`src/rtl/link_rx.sv`:
```
// link_rx: 8E1 serial receiver for the board-to-board game link.
// Samples the peer's transmit line, deserializes start / 8 data (LSB first) /
// even parity / stop frames and holds each byte behind a valid/ack handshake.
//
// Ports:
//   clock       system clock (100 MHz)
//   reset_n     asynchronous active-low reset
//   rx          serial line from the peer, idles high, asynchronous to clock
//   rx_data     held received byte
//   rx_valid    an unconsumed byte is held
//   rx_ack      consumer pulse; clears rx_valid, parity_err and overrun
//   parity_err  held byte failed even parity (meaningful while rx_valid)
//   frame_err   one-cycle pulse when a frame is dropped for a low stop bit
//   overrun     sticky: a frame completed while rx_valid was still high
//   busy        receiver FSM is not idle
module link_rx #(
  parameter int unsigned CLKS_PER_BIT = 10417
) (
  input  logic       clock,
  input  logic       reset_n,
  input  logic       rx,
  input  logic       rx_ack,
  output logic [7:0] rx_data,
  output logic       rx_valid,
  output logic       parity_err,
  output logic       frame_err,
  output logic       overrun,
  output logic       busy
);

  localparam int unsigned CW = $clog2(CLKS_PER_BIT);
  localparam logic [CW-1:0] HALF_LOAD = CW'(CLKS_PER_BIT / 2 - 1);
  localparam logic [CW-1:0] FULL_LOAD = CW'(CLKS_PER_BIT - 1);

  typedef enum logic [2:0] {IDLE, START, DATA, PARITY, STOP} state_t;

  state_t        state, state_n;
  logic          rx_m, rx_s;
  logic [CW-1:0] cnt, cnt_n;
  logic [2:0]    idx, idx_n;
  logic [7:0]    shift, shift_n;
  logic          par, par_n;
  logic          expired;
  logic          commit, bad_stop;

  // Two-flop synchronizer; resets to the idle line level.
  always_ff @(posedge clock or negedge reset_n) begin
    if (!reset_n) begin
      rx_m <= 1'b1;
      rx_s <= 1'b1;
    end else begin
      rx_m <= rx;
      rx_s <= rx_m;
    end
  end

  always_ff @(posedge clock or negedge reset_n) begin
    if (!reset_n) begin
      state <= IDLE;
      cnt   <= '0;
      idx   <= '0;
      shift <= '0;
      par   <= 1'b0;
    end else begin
      state <= state_n;
      cnt   <= cnt_n;
      idx   <= idx_n;
      shift <= shift_n;
      par   <= par_n;
    end
  end

  always_comb begin
    state_n  = state;
    cnt_n    = cnt;
    idx_n    = idx;
    shift_n  = shift;
    par_n    = par;
    commit   = 1'b0;
    bad_stop = 1'b0;
    expired  = (cnt == '0);

    // Count down only while framing; the counter parks at zero otherwise.
    if (state != IDLE && !expired)
      cnt_n = cnt - CW'(1);

    case (state)
      IDLE: begin
        if (!rx_s) begin
          cnt_n   = HALF_LOAD;
          state_n = START;
        end
      end
      START: begin
        if (expired) begin
          if (rx_s) begin
            state_n = IDLE;            // line bounced back high: glitch
          end else begin
            state_n = DATA;
            idx_n   = '0;
            cnt_n   = FULL_LOAD;
          end
        end
      end
      DATA: begin
        if (expired) begin
          shift_n[idx] = rx_s;
          cnt_n        = FULL_LOAD;
          if (idx == 3'd7)
            state_n = PARITY;
          else
            idx_n = idx + 3'd1;
        end
      end
      PARITY: begin
        if (expired) begin
          par_n   = rx_s;
          cnt_n   = FULL_LOAD;
          state_n = STOP;
        end
      end
      STOP: begin
        // Leave at mid-stop so a back-to-back start edge is not missed.
        if (expired) begin
          state_n = IDLE;
          if (rx_s)
            commit = 1'b1;
          else
            bad_stop = 1'b1;
        end
      end
      default: state_n = IDLE;
    endcase
  end

  always_ff @(posedge clock or negedge reset_n) begin
    if (!reset_n) begin
      rx_data    <= '0;
      rx_valid   <= 1'b0;
      parity_err <= 1'b0;
      frame_err  <= 1'b0;
      overrun    <= 1'b0;
      busy       <= 1'b0;
    end else begin
      frame_err <= bad_stop;
      busy      <= (state_n != IDLE);
      if (commit && (!rx_valid || rx_ack)) begin
        // An ack landing on the commit cycle frees the holding slot.
        rx_data    <= shift;
        parity_err <= ^shift ^ par;
        rx_valid   <= 1'b1;
        if (rx_ack)
          overrun <= 1'b0;
      end else if (commit) begin
        overrun <= 1'b1;
      end else if (rx_ack) begin
        rx_valid   <= 1'b0;
        parity_err <= 1'b0;
        overrun    <= 1'b0;
      end
    end
  end

endmodule

```
`config.mk`:
```
export PLATFORM = sky130hd
export DESIGN_NAME = link_rx
export DESIGN_NICKNAME = d
export VERILOG_FILES = /design/src/rtl/link_rx.sv
export SDC_FILE = /design/constraint.sdc
export NUM_CORES = 1
export LEC_CHECK = 0
export CAP_MARGIN = 20
export CORE_ASPECT_RATIO = 0.8
export CORE_UTILIZATION = 56
export CTS_CLUSTER_SIZE = 24
export DETAILED_ROUTE_END_ITERATION = 7
export PLACE_DENSITY_LB_ADDON = 0.05
export SYNTH_ARGS = -nofsm -noshare
export SYNTH_HDL_FRONTEND = slang
export SYNTH_SLANG_ARGS = --single-unit
export TNS_END_PERCENT = 20
```
`constraint.sdc`:
```
create_clock -name clock -period 4.82 [get_ports clock]
set_input_delay 1.205 -clock clock [delete_from_list [all_inputs] [get_ports clock]]
set_output_delay 1.205 -clock clock [all_outputs]
set_load 0.02 [all_outputs]
```
==> reports/qor.yml <==
routed_wire_length_per_instance_um: 15.2
timing.critical_path.slowest_cell_delay_ns: 0.50
data_required_time_of_the_worst_path_ns: 4.99
core_area_mm2: 0.00380
worst_setup_path_end_kind: "flop"
setup_ws_ns: 2.26
preCtsSetupSlack_ns: 1.96
timing.setup.tns_ns: 0
die_h_um: 58.3
final_layout_size_suffix_gt1_share_pct: 16.4
totalWireLength_um: 4160
synth.area.top_cells: "sky130_fd_sc_hd__dfrtp_1, sky130_fd_sc_hd__mux2_2, sky130_fd_sc_hd__xnor2_1, sky130_fd_sc_hd__nor2_1, sky130_fd_sc_hd__nor3_1"
finalWorstPathRequiredPeriod_ns: 2.56
slew_viol_final: 0
pin_count: 17
cp.buffers_inverters: 1
critical-path-slowest-cell: "sky130_fd_sc_hd__clkdlybuf4s50_1"
clock_power_share_pct: 35.9
post-cts-setup-buffers: 0
initial_core_util_pct: 58.4
worst_hold_slack_ns: 0.360
p_int_mw: 0.472
syn_inst: 204
synth.yosys.seq_area_share_pct: 49.7
comb_power_share_pct: 1.9
report.final.setup_viol: 0
numCtsBuffers: 5
multi_input_area_mm2: 0.00105
rows: 20
synth_area_mm2: 0.00222
grt_pass1_wl_um: 7040
drv.max_cap_violation_count: 0
global_route.usage.total_pct: 22.3
area_growth_from_synthesis_to_final_layout_pct: 11.6
numPlacedInstances: 267
number_of_sinks_on_the_clock_net: 44
drc: 0
final_net_count: 227
wl_met3_um: 237
nFillCells: 312
vdd.ir_drop.worst_mv: 0.180
skew_ns: 0.0103
mappedNetlistNets: 212
finalHoldViolations: 0
critPathArrivalTime_ns: 2.74
grt_antenna_before_repair: 0
setup_repair_after_global_routing_missed_its_margin: "false"
grt.overflow.total: 0
leakage_power_nw: 1.05
clock_insertion_delay_worst_skew_ns: 0.29
switching_share_pct: 21.3
place_congestion: 0.791
count_of_flip_flops_with_a_built_in_enable_after_synthesis: 0
vias_in_the_first_global_route: 1426
power_density_mw_per_mm2: 242
highest_layer: "met4"
yosys_register_bits: 44
route.layer.met1.wl_um: 2070
synth.avg_cell_area_um2: 10.9
final_cell_count_no_fill: 274
drc_marker_count_from_the_first_detailed_route_iteration: 124
worst_hold_path_type: "reg2reg"
clkTransAtPathRegs_ns: 0.07
synth_cell_type_count: 42
die-width_um: 72.4
cts_hold_buf: 0
sequentialPowerShare_pct: 62.2
place.detailed.hpwl_um: 2960
cts_htree_levels: 2
criticalPathCategory: "in2reg"
worstMarginPinSlew_ns: 0.953
setup.worst_path.start_class: "input pin"
total_switching_power_mw: 0.127
num_antenna_cells: 0
fin_crit_sh_pct: 53.2
pin_count_of_the_biggest_net_entering_global_routing: 45
cp_cell_sequence: "clkdlybuf4s50_1 -> nand2b_1 -> nand2_1 -> nor3_4 -> mux2_2"
synth_ff_type: "sky130_fd_sc_hd__dfrtp_1"
yosys.area.top_type: "sky130_fd_sc_hd__dfrtp_1"
dieArea_mm2: 0.00422
slew_headroom_pct: 36.5
cts.path.max_buffers: 2
critical-path-top-delay-family: "simple AND/OR/NAND/NOR gates"
io_buffer_count: 16
achievable-frequency_mhz: 390
detail-route-antenna-nets: 0
synth_async_sr_flop_share_pct: 100
vias_per_cell: 5.68
cts_tree: "yes"
ys_warn_count: 0
ctsRootBufferMaster: "sky130_fd_sc_hd__clkbuf_8"
synth.top_cell.area_share_pct: 47.3
detailroute.wirelength.met2_um: 1800
seq_area_mm2: 0.00110
status: "complete, no violations"
via_count: 1556
post_cts.resized_instances: 0
drt-pass1-iter-count: 4
cp_max_fo: 8
metrics by stage:
| stage | power (mW) | cell area (um2) | util [%] |
|---|---|---|---|
| floorplan | 0.382 | 2220 | - |
| global placement | 0.391 | 2400 | 63.1 |
| detailed placement | 0.392 | 2400 | 63.1 |
| CTS | 0.603 | 2480 | 65.2 |
| global route | 0.621 | 2480 | 65.2 |
| finish | 0.599 | 2480 | 65.2 |
synthesized netlist by cell type, types with 4 or more instances:
cell type / instances
sky130_fd_sc_hd__dfrtp_1: 42
sky130_fd_sc_hd__or3_1: 4
sky130_fd_sc_hd__clkbuf_1: 4
sky130_fd_sc_hd__o21ai_0: 7
sky130_fd_sc_hd__nor3_1: 12
sky130_fd_sc_hd__nor2_1: 17
sky130_fd_sc_hd__nor4_1: 6
sky130_fd_sc_hd__mux2_2: 18
sky130_fd_sc_hd__nand2_1: 15
sky130_fd_sc_hd__xnor2_1: 16
sky130_fd_sc_hd__nand2b_1: 4
sky130_fd_sc_hd__ha_1: 4
sky130_fd_sc_hd__nand3_1: 5
sky130_fd_sc_hd__inv_1: 5
sky130_fd_sc_hd__a21oi_1: 4
cell families after synthesis:
group                      after synthesis  share of synthesized area (%)
buffers and inverters                   13                           2.82
adders and majority gates                4                           2.25
muxes                                   20                           10.0
and+or+nand+nor                         81                           21.2
DFF                                     44                           49.7
AOI/OAI and AO/OA                       25                           7.32
xor gates and xnor gates                17                           6.70
placed cells by master, fill, tap and decap left out, types with 3 or more instances in the layout:
master / instances
sky130_fd_sc_hd__nand2b_1: 4
sky130_fd_sc_hd__ha_1: 4
sky130_fd_sc_hd__clkdlybuf4s50_1: 15
sky130_fd_sc_hd__and2_1: 3
sky130_fd_sc_hd__o21ai_0: 7
sky130_fd_sc_hd__nand3_1: 5
sky130_fd_sc_hd__nor4_1: 6
sky130_fd_sc_hd__a211oi_1: 3
sky130_fd_sc_hd__nor2_1: 17
sky130_fd_sc_hd__clkbuf_8: 5
sky130_fd_sc_hd__xnor2_1: 16
sky130_fd_sc_hd__or3_1: 4
sky130_fd_sc_hd__nand2_1: 15
sky130_fd_sc_hd__dfrtp_1: 42
sky130_fd_sc_hd__nor3_1: 12
sky130_fd_sc_hd__a21oi_1: 4
sky130_fd_sc_hd__mux2_2: 18
sky130_fd_sc_hd__inv_1: 5
sequential cells by signal, summed over array words and instances, names as in the netlist:
name / cells
rx_data: 8
par: 1
shift: 8
parity_err: 1
overrun: 1
busy: 1
rx_s: 1
frame_err: 1
idx: 3
cnt: 14
rx_m: 1
state: 3
rx_valid: 1
final cells by class:
| cell class | count | share of cell area, % |
|---|---|---|
| Clock buffer | 6 | 2.93 |
| Clock inverter | 1 | 0.202 |
| Inverter | 5 | 0.757 |
| Multi-Input combinational cell | 147 | 42.6 |
| Sequential cell | 44 | 44.5 |
| Tap cell | 55 | 2.78 |
| Timing Repair Buffer | 16 | 6.26 |
path summary, 6_finish.rpt:
kind	slack, ns	startpoint	endpoint	cells after the start
max	2.26	rx_ack	rx_data[6]	5
min	0.36	rx_m	rx_s	0
max reg2reg	2.42	cnt[2]	par	5
min reg2reg	0.36	rx_m	rx_s	0
max in group asynchronous	3.16	reset_n	shift[6]	1
min in group asynchronous	1.05	reset_n	cnt[2]	1
power groups by stage:
| stage | Sequential [mW] | Combinational [mW] | Clock (mW) |
|---|---|---|---|
| 5_1_grt | 0.373 | 0.0133 | 0.235 |
| 2_1_floorplan | 0.378 | 0.00375 | 0 |
| 3_3_place_gp | 0.380 | 0.0114 | 0 |
| 6_report | 0.373 | 0.0112 | 0.215 |
| 4_1_cts | 0.373 | 0.0117 | 0.219 |
| 3_5_place_dp | 0.380 | 0.0117 | 0 |
layer usage:
layer / track usage [%] / vias to the layer above
met3: 4.45 / 7
met1: 35.5 / 751
met2: 29.8 / 46
met4: 8.40 / 0
met5: 0 / -
li1: - / 752
(Power assumes the default switching activity.)
